## src/rtl/hub75e_bcm_scheduler_pkg.sv

```systemverilog
// ============================================================================
// Module      : hub75e_pkg
// Description : Shared state encoding and plane timing helper for the HUB75E
//               binary-coded-modulation scheduler.
// Revision    : 1.0 - initial release
// ============================================================================
`default_nettype none

package hub75e_pkg;

    typedef enum logic [2:0] {
        IDLE    = 3'd0,
        SHIFT   = 3'd1,
        BLANK   = 3'd2,
        LATCH   = 3'd3,
        DISPLAY = 3'd4
    } state_t;

    localparam int c_ROW_W = 5;

    // OE-low cycles for one bit plane: the LSB plane gets the base time and
    // every higher plane doubles it.
    function automatic int display_cycles(input int base, input int plane);
        return base << plane;
    endfunction

endpackage

`default_nettype wire

```

## src/rtl/hub75e_bcm_scheduler_timer.sv

```systemverilog
// ============================================================================
// Module      : hub75e_bcm_timer
// Description : Loadable down-counter with a done flag; times the OE window.
// Revision    : 1.0 - initial release
// ============================================================================
`default_nettype none

module hub75e_bcm_timer #(
    parameter int CNT_W = 7
) (
    input  logic             clk,
    input  logic             rst,
    input  logic             i_load,
    input  logic [CNT_W-1:0] i_value,
    output logic             o_done
);

    logic [CNT_W-1:0] r_cnt;

    // Loading N-1 makes done assert on the Nth cycle after the load.
    always_ff @(posedge clk or posedge rst) begin
        if (rst) begin
            r_cnt <= '0;
        end else if (i_load) begin
            r_cnt <= i_value;
        end else if (r_cnt != '0) begin
            r_cnt <= r_cnt - CNT_W'(1);
        end
    end

    assign o_done = (r_cnt == '0);

endmodule

`default_nettype wire

```

## src/rtl/hub75e_bcm_scheduler.sv

```systemverilog
// ============================================================================
// Module      : hub75e_bcm_scheduler
// Description : HUB75E 1/32-scan driver with binary-coded modulation; fetches
//               top/bottom pixel pairs and sequences shift, latch and OE.
// Revision    : 1.0 - initial release
// ============================================================================
`default_nettype none

module hub75e_bcm_scheduler
    import hub75e_pkg::*;
#(
    parameter int CLK_MHZ        = 50,
    parameter int SCREEN_WIDTH   = 64,
    parameter int SCREEN_HEIGHT  = 64,
    parameter int W_COLOR        = 4,
    parameter int BASE_OE_CYCLES = 8,
    parameter int W_X            = $clog2(SCREEN_WIDTH),
    parameter int W_ROW          = $clog2(SCREEN_HEIGHT / 2)
) (
    input  logic               clk,
    input  logic               rst,
    input  logic               enable,
    output logic [W_X-1:0]     x,
    output logic [W_ROW-1:0]   row,
    input  logic [W_COLOR-1:0] top_red,
    input  logic [W_COLOR-1:0] top_green,
    input  logic [W_COLOR-1:0] top_blue,
    input  logic [W_COLOR-1:0] bot_red,
    input  logic [W_COLOR-1:0] bot_green,
    input  logic [W_COLOR-1:0] bot_blue,
    output logic               ck,
    output logic               oe,
    output logic               st,
    output logic               a,
    output logic               b,
    output logic               c,
    output logic               d,
    output logic               e,
    output logic               r1,
    output logic               g1,
    output logic               b1,
    output logic               r2,
    output logic               g2,
    output logic               b2,
    output logic               frame_done
);

    localparam int c_DISP_MAX = display_cycles(BASE_OE_CYCLES, W_COLOR - 1);
    localparam int c_CNT_W    = $clog2(c_DISP_MAX + 1);
    localparam int c_SH_LAST  = 2 * SCREEN_WIDTH;
    localparam int c_SH_W     = $clog2(c_SH_LAST + 1);
    localparam int c_PL_W     = (W_COLOR > 1) ? $clog2(W_COLOR) : 1;

    if (W_ROW != c_ROW_W || CLK_MHZ < 1) begin : g_param_guard
        $error("hub75e_bcm_scheduler: unsupported parameter set");
    end

    state_t              r_state;
    state_t              w_state_nxt;

    logic [c_SH_W-1:0]   r_sh_cnt;
    logic [W_X-1:0]      r_x;
    logic [W_ROW-1:0]    r_row;
    logic [c_PL_W-1:0]   r_plane;

    logic                w_sh_last;
    logic                w_last_plane;
    logic                w_last_row;
    logic                w_tmr_done;
    logic [c_CNT_W-1:0]  w_tmr_value;

    logic                r_ck;
    logic                r_oe;
    logic                r_st;
    logic [W_ROW-1:0]    r_addr;
    logic [5:0]          r_rgb;
    logic                r_frame_done;

    logic                w_ck_nxt;
    logic                w_oe_nxt;
    logic                w_st_nxt;
    logic [W_ROW-1:0]    w_addr_nxt;
    logic [5:0]          w_rgb_nxt;
    logic                w_frame_done_nxt;

    assign w_sh_last    = (r_sh_cnt == c_SH_W'(c_SH_LAST));
    assign w_last_plane = (r_plane == c_PL_W'(W_COLOR - 1));
    assign w_last_row   = (r_row == W_ROW'(SCREEN_HEIGHT / 2 - 1));
    assign w_tmr_value  = c_CNT_W'(display_cycles(BASE_OE_CYCLES, int'(r_plane)) - 1);

    hub75e_bcm_timer #(
        .CNT_W   (c_CNT_W)
    ) u_timer (
        .clk     (clk),
        .rst     (rst),
        .i_load  (r_state == LATCH),
        .i_value (w_tmr_value),
        .o_done  (w_tmr_done)
    );

    always_ff @(posedge clk or posedge rst) begin
        if (rst) begin
            r_state <= IDLE;
        end else begin
            r_state <= w_state_nxt;
        end
    end

    always_comb begin
        w_state_nxt = r_state;
        case (r_state)
            IDLE:    if (enable) w_state_nxt = SHIFT;
            SHIFT:   if (w_sh_last) w_state_nxt = BLANK;
            BLANK:   w_state_nxt = LATCH;
            LATCH:   w_state_nxt = DISPLAY;
            DISPLAY: begin
                if (w_tmr_done) begin
                    // A row is never abandoned half way: enable only parks us
                    // once the final plane has been shown.
                    w_state_nxt = (w_last_plane && !enable) ? IDLE : SHIFT;
                end
            end
            default: w_state_nxt = IDLE;
        endcase
    end

    // Odd SHIFT cycles capture a returned pixel and move x on; even cycles
    // (after the fill cycle) raise ck on the data captured the cycle before.
    always_ff @(posedge clk or posedge rst) begin
        if (rst) begin
            r_sh_cnt <= '0;
            r_x      <= '0;
            r_row    <= '0;
            r_plane  <= '0;
        end else begin
            if (r_state == SHIFT) begin
                r_sh_cnt <= w_sh_last ? '0 : r_sh_cnt + c_SH_W'(1);
                if (r_sh_cnt[0]) begin
                    r_x <= (r_x == W_X'(SCREEN_WIDTH - 1)) ? '0 : r_x + W_X'(1);
                end
            end
            if (r_state == DISPLAY && w_tmr_done) begin
                if (w_last_plane) begin
                    r_plane <= '0;
                    r_row   <= r_row + W_ROW'(1);
                end else begin
                    r_plane <= r_plane + c_PL_W'(1);
                end
            end
        end
    end

    // oe and st follow the next state so they line up with LATCH/DISPLAY
    // exactly; ck and pixel data trail the shift counter by one cycle.
    always_comb begin
        w_ck_nxt         = 1'b0;
        w_oe_nxt         = (w_state_nxt != DISPLAY);
        w_st_nxt         = (w_state_nxt == LATCH);
        w_addr_nxt       = r_addr;
        w_rgb_nxt        = r_rgb;
        w_frame_done_nxt = 1'b0;
        case (r_state)
            SHIFT: begin
                if (r_sh_cnt[0]) begin
                    w_rgb_nxt = {top_red[r_plane], top_green[r_plane], top_blue[r_plane],
                                 bot_red[r_plane], bot_green[r_plane], bot_blue[r_plane]};
                end else if (r_sh_cnt != '0) begin
                    w_ck_nxt = 1'b1;
                end
            end
            BLANK:   w_addr_nxt = r_row;
            DISPLAY: w_frame_done_nxt = w_tmr_done && w_last_plane && w_last_row;
            default: ;
        endcase
    end

    always_ff @(posedge clk or posedge rst) begin
        if (rst) begin
            r_ck         <= 1'b0;
            r_oe         <= 1'b1;
            r_st         <= 1'b0;
            r_addr       <= '0;
            r_rgb        <= '0;
            r_frame_done <= 1'b0;
        end else begin
            r_ck         <= w_ck_nxt;
            r_oe         <= w_oe_nxt;
            r_st         <= w_st_nxt;
            r_addr       <= w_addr_nxt;
            r_rgb        <= w_rgb_nxt;
            r_frame_done <= w_frame_done_nxt;
        end
    end

    assign x                          = r_x;
    assign row                        = r_row;
    assign ck                         = r_ck;
    assign oe                         = r_oe;
    assign st                         = r_st;
    assign {e, d, c, b, a}            = r_addr;
    assign {r1, g1, b1, r2, g2, b2}   = r_rgb;
    assign frame_done                 = r_frame_done;

endmodule

`default_nettype wire
```

## config.mk

```make
export PLATFORM = sky130hd
export DESIGN_NAME = hub75e_bcm_scheduler
export DESIGN_NICKNAME = d
export VERILOG_FILES = /design/src/rtl/hub75e_bcm_scheduler_pkg.sv /design/src/rtl/hub75e_bcm_scheduler_timer.sv /design/src/rtl/hub75e_bcm_scheduler.sv
export SDC_FILE = /design/constraint.sdc
export NUM_CORES = 1
export LEC_CHECK = 0
export BUFFER_PORTS_ARGS = -buffer_cell sky130_fd_sc_hd__buf_4
export CAP_MARGIN = 40
export CORE_UTILIZATION = 50
export CTS_CLUSTER_DIAMETER = 60
export CTS_CLUSTER_SIZE = 14
export DETAILED_ROUTE_END_ITERATION = 7
export GPL_TIMING_DRIVEN = 0
export PLACE_DENSITY = 0.86
export SLEW_MARGIN = 20
export SYNTH_ARGS = -nofsm -noshare
export SYNTH_HDL_FRONTEND = slang
export SYNTH_SLANG_ARGS = --single-unit
```

## constraint.sdc

```tcl
create_clock -name clk -period 4.95 [get_ports clk]
set_input_delay 0 -clock clk [delete_from_list [all_inputs] [get_ports clk]]
set_output_delay 0 -clock clk [all_outputs]
set_load 0.01 [all_outputs]
```

Word level (Yosys, flattened, before mapping). Cells that the tools add are included.

Add/sub/neg operators: 6. Multipliers: 0. Divide/modulo/power cells: 0. Order comparisons: 1. Equality and inequality tests: 10. Shift operators: 1. Mux-type cells: 26. Bitwise logic cells: 0. Reduce and logical (&&, ||, !) cells: 12.

Operators by type and width (count): $pmux W3 S5 (1); $mux W7 (2); $bmux W1 S2 (6); $mux W1 (11); $eq A3 B2 Y1 const B (3); $mux W3 (3); $add A8 B1 Y8 const B (1); $eq A8 B8 Y1 const B (1); $mux W8 (1); $reduce_bool A8 Y1 (1); $logic_not A7 Y1 (1); $reduce_bool A7 Y1 (1); $shl A4 B2 Y7 const A (1); $sub A7 B1 Y7 const B (1); $sub A7 B2 Y7 const B (1); $add A6 B1 Y6 const B (1); $eq A6 B6 Y1 const B (1); $mux W6 (1); $add A5 B1 Y5 const B (1); $eq A5 B5 Y1 const B (1); $logic_and A1 B1 Y1 (4); $reduce_and A2 Y1 (2); $eq A3 B1 Y1 const B (1); $eq A3 B3 Y1 const B (1); 8 further kinds (8).

Register bits after elaboration: 46. Latch bits: 0. RAM bits: 0. Memory bits (read-only): 0. Output and inout bits: 26. Logic and storage cells: 68. Memories: 0.

Depth between registers and ports, before layout. Gate-level depths: netlist of the first run.

Depth after elaboration: 6. Gate-level depth with buffers: 7. Depth with buffers taken out: 6.

By module. From an unflattened synthesis of the first run, not the netlist that was laid out.

Cell total of the unflattened synthesis: 226. Area total of the unflattened synthesis: 2421.1 sq um.

Modules (own cells, without submodules): hub75e_bcm_scheduler (times used 1, cells each 179, area an instance 1963.1 sq um, seq. area each 977.2 sq um); hub75e_bcm_timer (times used 1, cells each 47, area an instance 457.9 sq um, seq. area each 175.2 sq um).

Worst setup path after synthesis of the first run. No wires, ideal clock.

Path kind: reg2reg. Start: register r_plane[0]. End: register r_rgb[0]. Setup time: 0.125 ns. Data arrival time: 1.574 ns. Required time: 4.825 ns. Path slack: 3.251 ns. Cell stages (with the launch flop): 4. Buffers on the path: 1. Period minus slack after synthesis: 1.699 ns. Cells stage by stage: dfrtp_1 -> clkbuf_1 -> mux4_2 -> mux2_2.

Cells in the longest elaborated chain, start to end: 2.

Ends and longest elaborated chain: start: declaration (line hub75e_bcm_scheduler.sv:64) `logic [c_PL_W-1:0] r_plane;`; start signal: assignment (line hub75e_bcm_scheduler.sv:147) `r_plane <= r_plane + c_PL_W'(1);`; $bmux W1 S2 (line hub75e_bcm_scheduler.sv:166) `bot_red[r_plane], bot_green[r_plane], bot_blue[r_plane]};`; $mux W1 (implied by the code) (line hub75e_bcm_scheduler.sv:166); end signal: assignment (line hub75e_bcm_scheduler.sv:190) `r_rgb <= w_rgb_nxt;`; end: declaration (line hub75e_bcm_scheduler.sv:76) `logic [5:0] r_rgb;`.

No other way between the ends. The select of a mux whose other input is x is not followed. A chain may end at the register's enable or synchronous reset.

Worst setup path after layout of the first run.
Start: register r_plane[0]. End: register r_rgb[4].

Cells in the longest elaborated chain, start to end: 2.

Ends and longest elaborated chain: $bmux W1 S2 (line hub75e_bcm_scheduler.sv:165) `w_rgb_nxt = {top_red[r_plane], top_green[r_plane], top_blue[r_plane],`; $mux W1 (implied by the code) (line hub75e_bcm_scheduler.sv:165).

No other way between the ends. The select of a mux whose other input is x is not followed.

==> results of run 1 <==
## power breakdown
| part | internal (µW) | switching [µW] |
|---|---|---|
| Combinational | 261 | 222 |
| Clock | 99.3 | 134 |
| Sequential | 490 | 117 |
| Total | 850 | 473 |
## worst max path at each step
stage	startpoint	end	slack (ns)	cells past startpoint
global route	r_plane[0]	r_rgb[4]	2.91	3
floorplan	r_plane[0]	r_rgb[0]	3.25	3
finish	r_plane[0]	r_rgb[4]	3.04	3
CTS	r_plane[0]	r_rgb[4]	3.00	3
global placement	r_plane[0]	r_rgb[2]	3.09	3
detailed placement	r_plane[0]	r_rgb[4]	3.02	3
## stage by stage
stage / instance area (µm²) / std cells / setup slack [ns]
finish: 2900 / 313 / 3.04
detailed placement: 2800 / 304 / 3.02
global placement: 2780 / 303 / 3.09
global route: 2900 / 313 / 2.91
CTS: 2900 / 313 / 3.00
floorplan: 2330 / 199 / 3.25
## layer usage
layer	up-vias	track usage, %
met4	0	7.33
met2	34	32.2
li1	825	-
met5	-	0
met3	9	4.62
met1	853	26.6
## cell type report
class | count | area share [%]
Clock buffer | 5 | 2.37
Inverter | 9 | 1.16
Clock inverter | 3 | 0.733
Tap cell | 52 | 2.24
Buffer | 7 | 1.08
Multi-Input combinational cell | 137 | 38.2
Sequential cell | 46 | 39.7
Timing Repair Buffer | 54 | 14.5
## critical path, cell delays in order, from the launching register on
cell	delay, ns
dfrtp_1	0.41
clkbuf_1	0.50
mux4_2	0.60
mux2_2	0.28
## flip-flops by register name, summed over array words and instances, names as in the netlist
register and count:
r_addr 5, r_plane 2, ck 1, row 5
r_sh_cnt 8, st 1, x 6, oe 1
r_state 3, u_timer.r_cnt 7, r_rgb 6, frame_done 1
## logic make-up (layout without fill, tap and decap cells)
family | count (synthesis) | after routing | share of synthesized area (%)
AO/OA/AOI/OAI | 23 | 23 | 6.56
multiplexers | 24 | 24 | 14.4
XOR/XNOR | 14 | 14 | 5.27
adder cells (fa/ha/maj) | 11 | 11 | 5.92
AND/OR/NAND/NOR | 65 | 65 | 15.5
buffers and inverters | 16 | 78 | 2.80
flip-flops | 46 | 46 | 49.5
## cell usage in the layout, fill, tap and decap left out, types with 3 or more instances in the layout
cell / n
buf_4: 52
dfrtp_1: 45
nand2_1: 20
mux2_2: 16
nor2_1: 13
ha_1: 11
inv_1: 8
xnor2_1: 7
xor2_1: 7
mux4_2: 6
nand4_1: 6
nand3_1: 6
a21oi_1: 5
clkbuf_8: 5
nor3_1: 4
buf_2: 3
nor2b_1: 3
clkbuf_1: 3
o21ai_0: 3
o22ai_1: 3
## repair_timing
action / CTS / global route
hold buffers: 1 / 0
endpoints found under the hold margin: 16 / 0
gates resized for setup: 0 / 0
==> run metrics, run 1 <==
fin crit share 38.6%; reg2reg path depth 3; total track usage 20.0%; Final setup viols 0; fin util 65.7%; multi-input logic area 1110 µm²; status complete, no violations; clk sink count 46; layout net count 298; worst-skew pair later-pin latency 0.31 ns; Power Dens Cells 456 nW/µm²; largest net degree at the start of global routing 31; Synth top cells by count dfrtp_1, nand2_1, mux2_2; Hold WS 0.0618 ns; metal3 WL 149 µm; RSZ-0062 raised after global routing false; worst-margin pin slew 0.619 ns; via/cell ratio 5.50; Crit Path Class reg -> reg; top-count cell post-synth dfrtp_1; Pins Over Slew Limit 0; Fillers 333; Reg clk slew, reported paths 0.09 ns; via count 1721; gr ovfl total 0; endpoints failing hold 0; r2r endpoint r_rgb[4]; Initial Util 52.7%; Setup Buffers After CTS 0; Pwr Total 1320 µW; Cells after Synth 199; Worst Hold Launch enable; final wirelength 4500 µm; crit path max fanout 9; H-tree Lvls 2; peak supply drop 0.256 mV; cell area after synthesis 2330 µm²; Final GP Congestion 0.784; f_max 0.523 GHz; DR top layer met4; starting DRC count in detailed routing 70; worst endpoint data arrival time 2.10 ns; clock root cell clkbuf_8; clk buf depth 2; Port Buffers 52; num rows 24; Synthesis Warnings 0; Pre-antenna DRT Iters 4; DRC Markers 0; Die Y 70.2 µm; syn_nets 237; Routed wire per std cell 14.4 µm; sequential share of the synthesized area 49.5%; met1 WL 2010 µm; Hold Path End r_state[0]; Cell variety after synth 40; mean post-synth cell area 11.7 µm²; DP HPWL 3320 µm; die area 4930 µm²; WL met2 2250 µm; n_diodes 0; share of the synthesized area in the top cell type 48.4%; Hold Crit Class in -> reg; WHS Path Cells 4; EDFF count, synth 0; CP Launch Type flop; Req. time, crit path 5.14 ns; CORE AREA 4410 µm²; Slew HR 58.5%; DRT antenna net count 0; Synth area leaders dfrtp_1, mux2_2, ha_1; top_reg_cell synth dfrtp_1; Reg2Reg Setup Slack 3.04 ns; Yosys top cell by area dfrtp_1; minimum clock period 1.91 ns; CTS tree built; crit end category flop; first-pass GRT wire length 7860 µm; die width 70.2 µm; fraction of layout cells with a size suffix above 1 36.8%; leak pwr 0.00140 µW; FF+latch count, synth 46; Async SR Flop Fraction 100%; setup_tns 0 ns; # IOs 53; vias in the first global route 1711; max_cap viols 0; initial antenna violation count 0; Setup Skew 0.0127 ns; Reg area 1150 µm²; reg2reg start r_plane[0]; Syn-to-layout area delta 24.7%; CTS buffer count 5
(Power assumes the default switching activity.)
==> inputs of run 2 (changes only) <==
- CORE_UTILIZATION: 50 -> 48
- clock period: 4.95 -> 1.6 ns (I/O delays scaled with it)
==> run metrics, run 2 (synthesis results as in run 1) <==
status complete, no violations; cell breakdown of the critical path buf_6, nor4bb_1, buf_4, buf_12, mux2_2; crit path to r_rgb[4]; Worst Setup SP r_state[1]; Pre-antenna DRT Iters 4 (unchanged); most common cell after layout, fill and taps aside buf_4; crit end category flop; Crit-path slowest cell dfrtp_1; Place WS -0.119 ns (-3.13 ns); largest registers r_sh_cnt (8), u_timer.r_cnt (7); peak supply drop 0.608 mV (+140%); placed cell area 2800 µm² (about the same); Post-Layout Cell Count 319 (+1.9%); minimum clock period 1.55 ns (-0.364 ns); Final GP Congestion 0.787 (+0.42%); starting DRC count in detailed routing 111 (+59%); Slew HR 72.5% (+14 points); Final setup viols 0 (unchanged); fraction of layout cells with a size suffix above 1 41.2% (+4.4 points); layout net count 304 (+2.0%); total track usage 20.6% (+0.60 points); Critical Path Max Stage Delay 0.38 ns (-0.22 ns); Setup Skew 0.0103 ns (-0.00245 ns); DRC Markers 0 (unchanged); n_diodes 0 (unchanged); Net Sw Frac 36.3% (+0.53 points); Port Buffers 52 (unchanged); Largest Register r_sh_cnt; CORE AREA 4500 µm² (+2.0%); Reg2Reg Setup Slack 0.05 ns (-2.99 ns); Clock power frac 16.9% (-0.7 points); switching power 1580 µW (+230%); via/cell ratio 5.54 (+0.68%); clock root cell clkbuf_8; initial antenna violation count 0 (unchanged); DRT antenna net count 0 (unchanged); vias in the first global route 1839 (+7.5%); Reg clk slew, reported paths 0.09 ns (about the same); worst endpoint data arrival time 1.74 ns (-0.36 ns); Placed Instances 304 (unchanged); # IOs 53 (unchanged); worst-margin pin slew 0.413 ns (-0.206 ns); Pins Over Slew Limit 0 (unchanged); Hold Crit Class in -> reg; via count 1766 (+2.6%); leak pwr 0.00145 µW (+3.8%); RSZ-0062 raised after global routing true; DP HPWL 3490 µm (+5.0%); CP Launch Type flop; Syn-to-layout area delta 30.4%; clk sink count 46 (unchanged); Worst Slack Setup Final 0.0523 ns (-2.99 ns); Crit Path Class reg -> reg; reg2reg path depth 5 (+2); CTS buffer count 5 (unchanged); die width 71.6 µm (+2.0%); Routed wire per std cell 15.4 µm (+7.2%); Power Dens Cells 1430 nW/µm² (+210%); Req. time, crit path 1.79 ns (-3.35 ns); Initial Util 51.6% (-1.1 points); Worst Hold Launch enable; max_cap viols 0 (unchanged); num rows 24 (unchanged); Die Y 71.6 µm (+2.0%); reg2reg start r_state[1]; H-tree Lvls 2 (unchanged); sequential power share 44.0% (-1.9 points); r2r endpoint r_rgb[4]; Fillers 327 (-1.8%); fin crit share 96.7% (+58 points); Comb pwr share 39.1% (+2.7 points); crit path max fanout 9 (unchanged); f_max 0.646 GHz (+24%); CTS tree built; worst-skew pair later-pin latency 0.31 ns (about the same); endpoints failing hold 0 (unchanged); first-pass GRT wire length 8180 µm (+4.0%); post-route design area 3030 µm² (+4.5%); gr ovfl total 0 (unchanged); clk buf depth 2 (unchanged); final wirelength 4920 µm (+9.3%); Pwr Total 4350 µW (+230%); most frequent cells in the layout buf_4, dfrtp_1, nand2_1, mux2_2, nor2_1; cell-internal power 2770 µW (+230%); die area 5130 µm² (+4.0%); largest net degree at the start of global routing 34 (+9.7%); Largest register FFs 8 (unchanged)
==> run 2: cell types whose count changed in the layout (fill, tap and decap cells not counted), moves of 2 or more <==
cell,change
buf_2,-3
buf_4,+9
nor3b_4,+2
clkbuf_1,-2
nor3b_2,-2
==> run 2: stage by stage <==
step | hold slack [ns] | setup TNS, ns | util [%]
2_1_floorplan | 0.280 | 0 | -
3_3_place_gp | 0.391 | -3.06 | 61.8
3_5_place_dp | -0.0140 | -0.837 | 62.2
4_1_cts | 0.0910 | -0.00540 | 65.4
5_1_grt | 0.128 | -0.0768 | 67.3
6_report | 0.0946 | 0 | 67.3
==> run 2: what timing repair did <==
item / 4_1_cts / 5_1_grt
pin swaps: 3 / 8
setup buffers: 3 / 4
endpoints found under the hold margin: 45 / 0
gates resized for setup: 7 / 15
hold buffers: 1 / 0
endpoints found under the setup margin: 19 / 21
==> run 2: final cells by class <==
| cell class | instances | area [µm²] | share of cell area [%] |
|---|---|---|---|
| Multi-Input combinational cell | 137 | 1160 | 38.3 |
| Tap cell | 52 | 65.1 | 2.15 |
| Buffer | 6 | 41.3 | 1.36 |
| Clock inverter | 3 | 23.8 | 0.784 |
| Clock buffer | 5 | 68.8 | 2.27 |
| Inverter | 9 | 33.8 | 1.11 |
| Timing Repair Buffer | 61 | 485 | 16.0 |
| Sequential cell | 46 | 1150 | 38.0 |
==> run 2: how the worst min path moves through the flow <==
stage,to,depth (start not counted)
4_1_cts,r_state[0],4
3_5_place_dp,x[5],2
6_report,r_state[0],4
3_3_place_gp,r_state[0],4
2_1_floorplan,r_state[0],3
5_1_grt,r_state[0],4
==> run 2: routing by layer <==
layer	track usage, %	vias to the layer above	wire length (µm)
met5	0	-	0
met2	35.2	54	2580
met3	5.06	11	241
met1	24.9	864	2000
li1	-	837	-
met4	8.93	0	97
==> run 2: critical path, delay by kind of cell, from the launching register on <==
family | cells | cell delay [ns]
muxes | 1 | 0.33
buffers and inverters | 3 | 0.44
and+or+nand+nor | 1 | 0.28
DFF | 1 | 0.38
==> run 2: power by group through the flow <==
| stage | combinational, µW | sequential, µW | clock, µW |
|---|---|---|---|
| floorplan | 939 | 1910 | 0 |
| global placement | 1430 | 1880 | 0 |
| detailed placement | 1510 | 1900 | 0 |
| CTS | 1570 | 1880 | 746 |
| global route | 1880 | 1960 | 800 |
| finish | 1700 | 1910 | 734 |
